==> config.mk <==
export PLATFORM = sky130hd
export DESIGN_NAME = buzzer_pwm_dac_flat
export DESIGN_NICKNAME = d
export VERILOG_FILES = /design/src/rtl/buzzer_pwm_dac_pkg.sv /design/src/rtl/buzzer_pwm_dac_if.sv /design/src/rtl/buzzer_pwm_dac_sample_fifo.sv /design/src/rtl/buzzer_pwm_dac.sv /design/src/flat_wrapper.sv
export SDC_FILE = /design/constraint.sdc
export NUM_CORES = 1
export LEC_CHECK = 0
export BUFFER_PORTS_ARGS = -buffer_cell sky130_fd_sc_hd__buf_4
export CAP_MARGIN = 20
export CORE_MARGIN = 2
export CORE_UTILIZATION = 30
export DETAILED_ROUTE_END_ITERATION = 16
export GPL_TIMING_DRIVEN = 0
export MAX_ROUTING_LAYER = met4
export SKIP_CTS_REPAIR_TIMING = 1
export SLEW_MARGIN = 20
export SYNTH_ARGS = -nofsm -noshare
export SYNTH_HDL_FRONTEND = slang
export SYNTH_SLANG_ARGS = --single-unit
export TNS_END_PERCENT = 5
==> constraint.sdc <==
create_clock -name clk -period 2.5 [get_ports clk]
set_clock_uncertainty 0.2 [all_clocks]
set_input_delay 0.375 -clock clk [delete_from_list [all_inputs] [get_ports clk]]
set_output_delay 0.375 -clock clk [all_outputs]
set_load 0.01 [all_outputs]
==> src/rtl/buzzer_pwm_dac_pkg.sv <==
// ============================================================================
// buzzer_pwm_dac_pkg : shared buzzer audio constants and volume attenuation
// Rev 1.0
// ============================================================================
`default_nettype none

package buzzer_pwm_dac_pkg;

  localparam int         c_pwm_bits_default = 8;
  localparam logic [7:0] c_silence_mid      = 8'h80;

  // Offset-binary sample scaled about the midpoint by an arithmetic right shift.
  function automatic logic [7:0] attenuate(input logic [7:0] s, input logic [2:0] vol);
    logic signed [8:0] d;
    logic signed [8:0] sh;
    d  = $signed({1'b0, s}) - 9'sd128;
    sh = d >>> vol;
    return c_silence_mid + sh[7:0];
  endfunction

endpackage

`default_nettype wire

==> src/rtl/buzzer_pwm_dac_if.sv <==
// ============================================================================
// buzzer_pwm_dac_if : sample/control inputs and status outputs of the PWM DAC
// Rev 1.0
// ============================================================================
`default_nettype none

interface buzzer_pwm_dac_if #(
  parameter int DEPTH = 4
);
  localparam int c_lw = $clog2(DEPTH + 1);

  logic [15:0]     in_sample;
  logic            in_valid;
  logic            enable;
  logic [2:0]      volume;
  logic            clr_flags;
  logic            pwm_out;
  logic [c_lw-1:0] fifo_level;
  logic            full;
  logic            empty;
  logic            overflow;
  logic            underrun;

  modport master (
    output in_sample, in_valid, enable, volume, clr_flags,
    input  pwm_out, fifo_level, full, empty, overflow, underrun
  );

  modport slave (
    input  in_sample, in_valid, enable, volume, clr_flags,
    output pwm_out, fifo_level, full, empty, overflow, underrun
  );

endinterface

`default_nettype wire

==> src/rtl/buzzer_pwm_dac_sample_fifo.sv <==
// ============================================================================
// buzzer_pwm_dac_sample_fifo : single-clock sample FIFO with flush and level
// Rev 1.0
// ============================================================================
`default_nettype none

module buzzer_pwm_dac_sample_fifo #(
  parameter int DEPTH = 4,
  parameter int WIDTH = 8
) (
  input  logic                           clk,
  input  logic                           rst,
  input  logic                           flush,
  input  logic                           push,
  input  logic                           pop,
  input  logic [WIDTH-1:0]               wdata,
  output logic [WIDTH-1:0]               rdata,
  output logic                           full,
  output logic                           empty,
  output logic [$clog2(DEPTH + 1)-1:0]   level
);
  localparam int c_aw = $clog2(DEPTH);
  localparam int c_lw = $clog2(DEPTH + 1);

  logic [WIDTH-1:0] r_mem [DEPTH];
  logic [c_aw-1:0]  r_wr_ptr;
  logic [c_aw-1:0]  r_rd_ptr;
  logic [c_lw-1:0]  r_level;

  // A push while full is legal only when paired with a pop; the caller gates it.
  always_ff @(posedge clk or posedge rst) begin
    if (rst) begin
      r_wr_ptr <= '0;
      r_rd_ptr <= '0;
      r_level  <= '0;
    end else if (flush) begin
      r_wr_ptr <= '0;
      r_rd_ptr <= '0;
      r_level  <= '0;
    end else begin
      if (push) r_wr_ptr <= r_wr_ptr + c_aw'(1);
      if (pop)  r_rd_ptr <= r_rd_ptr + c_aw'(1);
      if (push && !pop)      r_level <= r_level + c_lw'(1);
      else if (pop && !push) r_level <= r_level - c_lw'(1);
    end
  end

  always_ff @(posedge clk) begin
    if (push && !flush) r_mem[r_wr_ptr] <= wdata;
  end

  assign rdata = r_mem[r_rd_ptr];
  assign level = r_level;
  assign full  = (r_level == c_lw'(DEPTH));
  assign empty = (r_level == '0);

endmodule

`default_nettype wire

==> src/rtl/buzzer_pwm_dac.sv <==
// ============================================================================
// buzzer_pwm_dac : buffered samples, volume attenuation, fixed-carrier PWM out
// Rev 1.0
// ============================================================================
`default_nettype none

module buzzer_pwm_dac
  import buzzer_pwm_dac_pkg::*;
#(
  parameter int         DEPTH    = 4,
  parameter int         PWM_BITS = c_pwm_bits_default,
  parameter logic [7:0] SILENCE  = c_silence_mid
) (
  input logic             clk,
  input logic             rst,
  buzzer_pwm_dac_if.slave bus
);
  localparam int                  c_lw       = $clog2(DEPTH + 1);
  localparam logic [PWM_BITS-1:0] c_cnt_last = '1;

  logic [PWM_BITS-1:0] r_cnt;
  logic [7:0]          r_duty;
  logic                r_primed;
  logic                r_pwm;
  logic                r_overflow;
  logic                r_underrun;

  logic [7:0]          w_head;
  logic                w_full;
  logic                w_empty;
  logic [c_lw-1:0]     w_level;
  logic                w_boundary;
  logic                w_pop;
  logic                w_push;
  logic                w_ovf_set;
  logic                w_und_set;
  logic                w_cmp;
  logic                w_unused_low;

  assign w_unused_low = ^bus.in_sample[7:0];

  assign w_boundary = bus.enable && (r_cnt == c_cnt_last);
  assign w_pop      = w_boundary && !w_empty;
  // A boundary pop frees a slot in the same cycle, so a push into a full FIFO survives.
  assign w_push     = bus.in_valid && bus.enable && (!w_full || w_pop);
  assign w_ovf_set  = bus.in_valid && bus.enable && w_full && !w_pop;
  assign w_und_set  = w_boundary && w_empty && r_primed;
  assign w_cmp      = ({8'd0, r_cnt} < {{PWM_BITS{1'b0}}, r_duty});

  buzzer_pwm_dac_sample_fifo #(
    .DEPTH (DEPTH),
    .WIDTH (8)
  ) u_fifo (
    .clk   (clk),
    .rst   (rst),
    .flush (!bus.enable),
    .push  (w_push),
    .pop   (w_pop),
    .wdata (bus.in_sample[15:8]),
    .rdata (w_head),
    .full  (w_full),
    .empty (w_empty),
    .level (w_level)
  );

  always_ff @(posedge clk or posedge rst) begin
    if (rst) begin
      r_cnt    <= '0;
      r_duty   <= SILENCE;
      r_primed <= 1'b0;
      r_pwm    <= 1'b0;
    end else if (!bus.enable) begin
      r_cnt    <= '0;
      r_duty   <= SILENCE;
      r_primed <= 1'b0;
      r_pwm    <= 1'b0;
    end else begin
      r_cnt <= r_cnt + PWM_BITS'(1);
      r_pwm <= w_cmp;
      if (w_boundary) begin
        if (w_pop) begin
          r_duty   <= attenuate(w_head, bus.volume);
          r_primed <= 1'b1;
        end else begin
          r_duty   <= SILENCE;
          r_primed <= 1'b0;
        end
      end
    end
  end

  // Set events take priority over a simultaneous clear.
  always_ff @(posedge clk or posedge rst) begin
    if (rst) begin
      r_overflow <= 1'b0;
      r_underrun <= 1'b0;
    end else begin
      if (w_ovf_set)          r_overflow <= 1'b1;
      else if (bus.clr_flags) r_overflow <= 1'b0;
      if (w_und_set)          r_underrun <= 1'b1;
      else if (bus.clr_flags) r_underrun <= 1'b0;
    end
  end

  assign bus.pwm_out    = r_pwm;
  assign bus.fifo_level = w_level;
  assign bus.full       = w_full;
  assign bus.empty      = w_empty;
  assign bus.overflow   = r_overflow;
  assign bus.underrun   = r_underrun;

endmodule

`default_nettype wire
==> src/flat_wrapper.sv <==
// flat-port wrapper written by rule: the top's interface ports become plain ports
module buzzer_pwm_dac_flat import buzzer_pwm_dac_pkg::*;
#(
  parameter int         DEPTH    = 4,
  parameter int         PWM_BITS = c_pwm_bits_default,
  parameter logic [7:0] SILENCE  = c_silence_mid
)
  (clk, rst, bus_in_sample, bus_in_valid, bus_enable, bus_volume, bus_clr_flags, bus_pwm_out, bus_fifo_level, bus_full, bus_empty, bus_overflow, bus_underrun);
  buzzer_pwm_dac_if #(.DEPTH(DEPTH)) bus_i ();
  input logic clk;
  input logic rst;
  input wire logic [$bits(bus_i.in_sample)-1:0] bus_in_sample;
  input wire logic [$bits(bus_i.in_valid)-1:0] bus_in_valid;
  input wire logic [$bits(bus_i.enable)-1:0] bus_enable;
  input wire logic [$bits(bus_i.volume)-1:0] bus_volume;
  input wire logic [$bits(bus_i.clr_flags)-1:0] bus_clr_flags;
  output wire logic [$bits(bus_i.pwm_out)-1:0] bus_pwm_out;
  output wire logic [$bits(bus_i.fifo_level)-1:0] bus_fifo_level;
  output wire logic [$bits(bus_i.full)-1:0] bus_full;
  output wire logic [$bits(bus_i.empty)-1:0] bus_empty;
  output wire logic [$bits(bus_i.overflow)-1:0] bus_overflow;
  output wire logic [$bits(bus_i.underrun)-1:0] bus_underrun;
  assign bus_i.in_sample = bus_in_sample;
  assign bus_i.in_valid = bus_in_valid;
  assign bus_i.enable = bus_enable;
  assign bus_i.volume = bus_volume;
  assign bus_i.clr_flags = bus_clr_flags;
  assign bus_pwm_out = bus_i.pwm_out;
  assign bus_fifo_level = bus_i.fifo_level;
  assign bus_full = bus_i.full;
  assign bus_empty = bus_i.empty;
  assign bus_overflow = bus_i.overflow;
  assign bus_underrun = bus_i.underrun;
  buzzer_pwm_dac #(.DEPTH(DEPTH), .PWM_BITS(PWM_BITS), .SILENCE(SILENCE)) u_core (.clk(clk), .rst(rst), .bus(bus_i));
endmodule
# After elaboration in Yosys (flattened, before gate mapping)
# Memories as Yosys holds them, arrays and structs flattened.
# Cells that the tools add are included.
# Widths: inputs -> output; s select.
dict set report totals {
  regBits 27
  ramBits 32
  in_bits 24
  output_inout_bits 8
  elab_cells 64
  memories 1
}
# memory depth width rd rd_ports_with_merged_regs write_ports line
set memory_table {}
lappend memory_table {u_core.u_fifo.r_mem 4 8 1 0 1 buzzer_pwm_dac_sample_fifo.sv:25} ;# logic [WIDTH-1:0] r_mem [DEPTH];
dict set report op_classes {
  add_sub_neg 7
  n_lt_le_gt_ge 1
  eq_ne 6
  shift 1
  n_mux 20
  n_reduce_logical 19
}
# cell n
set ops {}
lappend ops {{$mux 8} 4}
lappend ops {{$logic_and 1x1->1} 11}
lappend ops {{$mux 1} 9}
lappend ops {{$mux 3} 3}
lappend ops {{$sshr 9x3->8} 1}
lappend ops {{$sub 8x8->9 const B} 1}
lappend ops {{$add 8x1->8 const B} 1}
lappend ops {{$add 8x8->8 const A} 1}
lappend ops {{$eq 8x8->1 const B} 1}
lappend ops {{$lt 8x8->1} 1}
lappend ops {{$mux 2} 4}
lappend ops {{$ne 2x1->1 const B} 3}
lappend ops {{$add 2x1->2 const B} 2}
lappend ops {{$logic_not 1->1} 4}
lappend ops {{$reduce_bool 2->1} 2}
lappend ops {{$add 3x1->3 const B} 1}
lappend ops {{$eq 3x3->1 const B} 1}
lappend ops {{$logic_not 3->1} 1}
lappend ops {{$ne 3x1->1 const B} 1}
lappend ops {{$sub 3x1->3 const B} 1}
lappend ops {{$logic_or 1x1->1} 1}

# Logic depth before layout (Yosys ltp)
dict set report depth {
  depth_word 10
  ltp_mapped 10
  depth_no_buf 10
}

# Cells and area by module
# From an unflattened synthesis, not the netlist that was laid out.
dict set report unflattened {
  hier_cells 217
  hier_area_um2 2885.3
}
# module n_inst cells_each area_per_inst_um2 seq_area_each_um2
set modules_own_cells {}
lappend modules_own_cells {buzzer_pwm_dac_sample_fifo 1 87 1589.0 1136.1}
lappend modules_own_cells {buzzer_pwm_dac 1 130 1296.2 501.7}

# Worst setup path after synthesis
# No wires, ideal clock.
dict set report synth_path {
  kind {flip-flop to flip-flop}
  startpoint {register u_core.u_fifo.r_level[0] (netlist: u_core.u_fifo.level[0])}
  endpoint {register u_core.u_fifo.r_level[2] (netlist: u_core.u_fifo.level[2])}
  setup_time_ns 0.119
  arrival_time_ns 2.292
  slack_ns -0.111
  stages_incl_launch_ff 10
  path_buffers 0
  period_less_slack_ns 2.611
  cell_sequence {dfrtp_1 nor3b_1 o21ai_0 nor2b_4 and2_1 fa_1 and3b_1 a21oi_1 xnor2_1 and2_1}
}
dict set report synth_via {
  word_cells_on_any_way 17
}
# element line
set synth_lines {}
lappend synth_lines {{from (decl)} buzzer_pwm_dac_sample_fifo.sv:28} ;# logic [c_lw-1:0] r_level;
lappend synth_lines {{from (signal assigned)} buzzer_pwm_dac_sample_fifo.sv:43} ;# if (push && !pop) r_level <= r_level + c_lw'(1);
lappend synth_lines {{from (signal assigned)} buzzer_pwm_dac_sample_fifo.sv:44} ;# else if (pop && !push) r_level <= r_level - c_lw'(1);
lappend synth_lines {{$eq 3x3->1 (*)} buzzer_pwm_dac_sample_fifo.sv:54} ;# assign full = (r_level == c_lw'(DEPTH));
lappend synth_lines {{net bus_full} flat_wrapper.sv:19} ;# output wire logic [$bits(bus_i.full)-1:0] bus_full;
lappend synth_lines {{$logic_not 1->1 (*)} buzzer_pwm_dac.sv:45} ;# assign w_push = bus.in_valid && bus.enable && (!w_full || w_pop);
lappend synth_lines {{$logic_or 1x1->1 (*)} buzzer_pwm_dac.sv:45}
lappend synth_lines {{$logic_and 1x1->1 (*)} buzzer_pwm_dac.sv:45}
lappend synth_lines {{$logic_not 1->1 / $logic_and 1x1->1 (equally long branches)} {buzzer_pwm_dac_sample_fifo.sv:44, buzzer_pwm_dac_sample_fifo.sv:43}}
lappend synth_lines {{$logic_and 1x1->1 / $mux 3 (equally long branches)} {buzzer_pwm_dac_sample_fifo.sv:44, buzzer_pwm_dac_sample_fifo.sv:43}}
lappend synth_lines {{$ne 3x1->1 (no line) / $mux 3 (equally long branches)} -}
# The timed path passes the listed nets; every way through them passes the cells marked *. The select of a mux whose other input is x is not followed.
# A chain may end at the register's enable or synchronous reset.

# Final worst setup path
dict set report layout_path {
  startpoint {register u_core.r_cnt[6]}
  endpoint {register u_core.u_fifo.r_level[2] (netlist: u_core.u_fifo.level[2])}
}
dict set report layout_via {
  elab_chain_len 8
  word_cells_on_any_way 12
}
# element line
set layout_rtl {}
lappend layout_rtl {{from (decl)} buzzer_pwm_dac.sv:21} ;# logic [PWM_BITS-1:0] r_cnt;
lappend layout_rtl {{from (signal assigned)} buzzer_pwm_dac.sv:78} ;# r_cnt <= r_cnt + PWM_BITS'(1);
lappend layout_rtl {{$eq 8x8->1 (*)} buzzer_pwm_dac.sv:42} ;# assign w_boundary = bus.enable && (r_cnt == c_cnt_last);
lappend layout_rtl {{$logic_and 1x1->1 (*)} buzzer_pwm_dac.sv:42}
lappend layout_rtl {{$logic_and 1x1->1 (*)} buzzer_pwm_dac.sv:43} ;# assign w_pop = w_boundary && !w_empty;
lappend layout_rtl {{$logic_or 1x1->1} buzzer_pwm_dac.sv:45}
lappend layout_rtl {{$logic_and 1x1->1} buzzer_pwm_dac.sv:45}
lappend layout_rtl {{$logic_not 1->1 / $logic_and 1x1->1 (equally long branches)} {buzzer_pwm_dac_sample_fifo.sv:44, buzzer_pwm_dac_sample_fifo.sv:43}}
lappend layout_rtl {{$logic_and 1x1->1 / $mux 3 (equally long branches)} {buzzer_pwm_dac_sample_fifo.sv:44, buzzer_pwm_dac_sample_fifo.sv:43}}
lappend layout_rtl {{$ne 3x1->1 (no line) / $mux 3 (equally long branches)} -}
# Mark *: on every way between the ends. The rest lies on a longest branch, timed or not.

==> reports/results.tsv <==
stage	metric	value	unit
run_status	status	finished clean	
timing	pins over their slew limit	0	
drt	routed len/inst	13.7	um
run	max-cap violations	0	
clock_tree	clock latency on the worst-skew pair	0.34	ns
hold_path	worst hold start	bus_clr_flags	
placement	gpl congestion	0.763	
synth	Unique masters post-synth	45	
synth	Mapped Cells	225	
clock_tree	Reg clk slew, reported paths	0.06	ns
hold_path	Worst Hold Class	input port to flip-flop	
synth	top cells by area, synth	edfxtp_1 32%, dfrtp_1 22%, mux4_1 7.1%, ha_1 5.0%, mux4_2 3.8%	
placement	placed cell area	3350	um^2
placement	Final HPWL DP	4.07	mm
worst_setup_path	Crit path largest cell delay	0.40	ns
timing	f_max	0.424	GHz
clock_tree	TritonCTS clock tree	yes	
cells_and_area	commonest non-fill, non-tap cell in the layout	edfxtp_1	
timing	fin crit share	94.3	%
drt	via count	1835	
placement	Post-Place Setup Slack	-0.186	ns
power_and_ir_drop	maximum vdd drop	384	uV
timing	Fin Hold WS	0.0234	ns
floorplan	width of the chip	104	um
timing	worst setup slack after layout	0.142	ns
power_and_ir_drop	static leakage	0.00147	uW
timing	final hold vios	0	
power_and_ir_drop	Power Dens Cells	585	nW/um^2
drt	Routed WL	5.59	mm
synth	syn nets	262	
cells_and_area	Fillers	953	
worst_setup_path	critical path cell sequence	nand4_1 > nor2_4 > nand3_4 > and2_4 > fa_1 > and3b_1 > a21oi_2 > xnor2_1 > and2_1	
worst_setup_path	CP required	2.53	ns
worst_setup_path	CP arrival	2.39	ns
global_route	first-pass GRT wire length	9.58	mm
timing	worst-margin pin slew	0.557	ns
worst_setup_path	crit start category	flip-flop	
synth	flop and latch count out of synthesis	59	
synth	Synth top area share	32.2	%
drt	1st-iter DRT viols	73	
drt	DR pass1 iterations	4	
worst_setup_path	Reg-to-Reg End	u_core.u_fifo.level[2]$_DFFE_PP0P_	
worst_setup_path	cells on worst reg2reg path	9	
timing	Finish-stage setup viols	0	
worst_setup_path	Reg-to-Reg Start	u_core.r_cnt[6]$_DFF_PP0_	
clock_tree	cts bufs inserted	9	
clock_tree	Clock H-tree levels	3	
synth	number of synthesized flops with an enable pin	32	
cells_and_area	commonest non-fill, non-tap cells in the layout	32 x edfxtp_1, 31 x buf_4, 24 x dfrtp_1	
synth	Yosys Warn Count	0	
hold_path	Worst Hold Depth	2	
timing	Final min period	2.36	ns
clock_tree	clock buffer depth	2	
global_route	GRT Total Usage	11.9	%
cells_and_area	Diodes inserted	0	
cells_and_area	Nets	306	
drt	Post-route DRC	0	
synth	Synth async-reset ratio	45.8	%
cells_and_area	relative area change from synthesis to final layout	22.8	%
global_route	GRT overflow	0	
hold_path	WHS Endpoint	u_core.bus.overflow$_DFFE_PP0P_	
synth	register area share after synthesis	55.0	%
global_route	vias in the first global route	1895	
worst_setup_path	crit path max-delay cell type	dfrtp_1	
floorplan	Starting Density	30.6	%
global_route	antenna violations before repair	0	
synth	commonest register cell after synthesis	edfxtp_1	
floorplan	row count	36	
placement	port buffer count	23	
placement	Placed Cells incl. Taps	382	
floorplan	DIE HEIGHT	104	um
worst_setup_path	CP Max Fanout	5	
drt	routed vias/inst	4.51	
cells_and_area	cell area after layout	3660	um^2
drt	post-route ant nets	0	
synth	mapped cell area	2980	um^2
power_and_ir_drop	total power	2140	uW
timing	unrepaired setup endpoints after global routing	false	
floorplan	Die ar.	10700	um^2
clock_tree	CTS root buffer	clkbuf_8	
floorplan	Core Region	9730	um^2
cells_and_area	Finished Layout Cells	407	
synth	Synth area leader	edfxtp_1	
timing	relative slew slack	62.6	%
clock_tree	clock tree sinks	59	
worst_setup_path	endpoint class of the critical path	flip-flop	
worst_setup_path	reg-to-reg slack, setup	0.14	ns
cells_and_area	share of cells above drive strength 1	25.5	%
floorplan	IO Count	32	
synth	syn avg cell area	13.2	um^2
global_route	largest net degree at the start of global routing	18	
worst_setup_path	critical path type	flip-flop to flip-flop	
[layer usage]
metal	vias to the layer above	part of all wire, %	global-route usage (%)	routed length (um)
met5	-	0	-	0
met4	0	1.5	6.27	85
met3	6	3.7	3.90	206
met2	30	48	17.5	2680
met1	881	47	14.7	2620
li1	918	-	-	-
[metrics by stage]
stage	setup TNS (ns)	util, %
2_1_floorplan	0	-
3_3_place_gp	-0.166	34.2
3_5_place_dp	-0.193	34.5
4_1_cts	-0.208	36.3
5_1_grt	0	37.6
6_report	0	37.6
[logic make-up (layout without fill, tap and decap cells)]
kind of cell	after synthesis	after routing	share of synthesized area [%]
and+or+nand+nor	68	68	12.2
DFF	59	59	55.0
AOI/OAI and AO/OA	31	31	6.84
buffers and inverters	24	73	3.90
muxes	22	22	14.0
adders and majority gates	13	13	5.71
xor gates and xnor gates	8	8	2.35
[area by class of cell]
cell class              instances  area [um^2]  share of cell area, %
inverters                      16         60.1                   1.64
clock inverters                 6         56.3                   1.54
clock buffers                  10          128                   3.49
flip-flops and latches         59         1640                   44.8
multi-input cells             142         1280                   35.0
well taps                     133          166                   4.55
plain buffers                   8         56.3                   1.54
repair buffers                 33          270                   7.39
[power breakdown]
| part | leakage [uW] | switching, uW | internal (uW) |
|---|---|---|---|
| Sequential | 0.000652 | 26.3 | 1060 |
| Clock | 0.0000850 | 368 | 450 |
| Combinational | 0.000729 | 120 | 115 |
[critical path, delay by kind of cell, from the launching register on]
kind	cells	cell delay (ns)
AOI/OAI and AO/OA	1	0.12
adders and majority gates	1	0.37
DFF	1	0.40
xor gates and xnor gates	1	0.07
and+or+nand+nor	6	1.09
[sequential cells by signal, summed over array words and instances (netlist names), 2 cells and up]
register and cells:
u_core.u_fifo.r_wr_ptr 2, u_core.r_duty 8, u_core.u_fifo.level 3, u_core.u_fifo.r_mem 32, u_core.r_cnt 8, u_core.u_fifo.r_rd_ptr 2
[synthesized netlist by cell type, types with 3 or more instances]
master / n
dfrtp_1: 26
xor2_1: 4
mux2_2: 4
mux4_1: 8
edfxtp_1: 32
nor2b_1: 5
a21oi_1: 6
ha_1: 12
clkbuf_1: 4
nand2_1: 20
nand3_1: 3
o21ai_0: 8
and3_1: 5
mux4_2: 5
and2_1: 12
xnor2_1: 4
nor2_1: 10
inv_1: 16
o211ai_1: 3
mux2i_1: 5
[worst max-delay path by stage]
stage                                                   from  slack [ns]  depth (start not counted)                                 end
after global routing               u_core.r_cnt[6]$_DFF_PP0_       0.006                          9  u_core.u_fifo.level[2]$_DFFE_PP0P_
after detailed placement           u_core.r_cnt[0]$_DFF_PP0_       -0.19                         10  u_core.u_fifo.level[2]$_DFFE_PP0P_
after global placement             u_core.r_cnt[0]$_DFF_PP0_       -0.17                         10  u_core.u_fifo.level[2]$_DFFE_PP0P_
final                              u_core.r_cnt[6]$_DFF_PP0_        0.14                          9  u_core.u_fifo.level[2]$_DFFE_PP0P_
after floorplan           u_core.u_fifo.level[0]$_DFFE_PP0P_        0.05                          9  u_core.u_fifo.level[2]$_DFFE_PP0P_
after CTS                          u_core.r_cnt[0]$_DFF_PP0_       -0.19                         10  u_core.u_fifo.level[2]$_DFFE_PP0P_
Power figures use the tool's default switching activity.
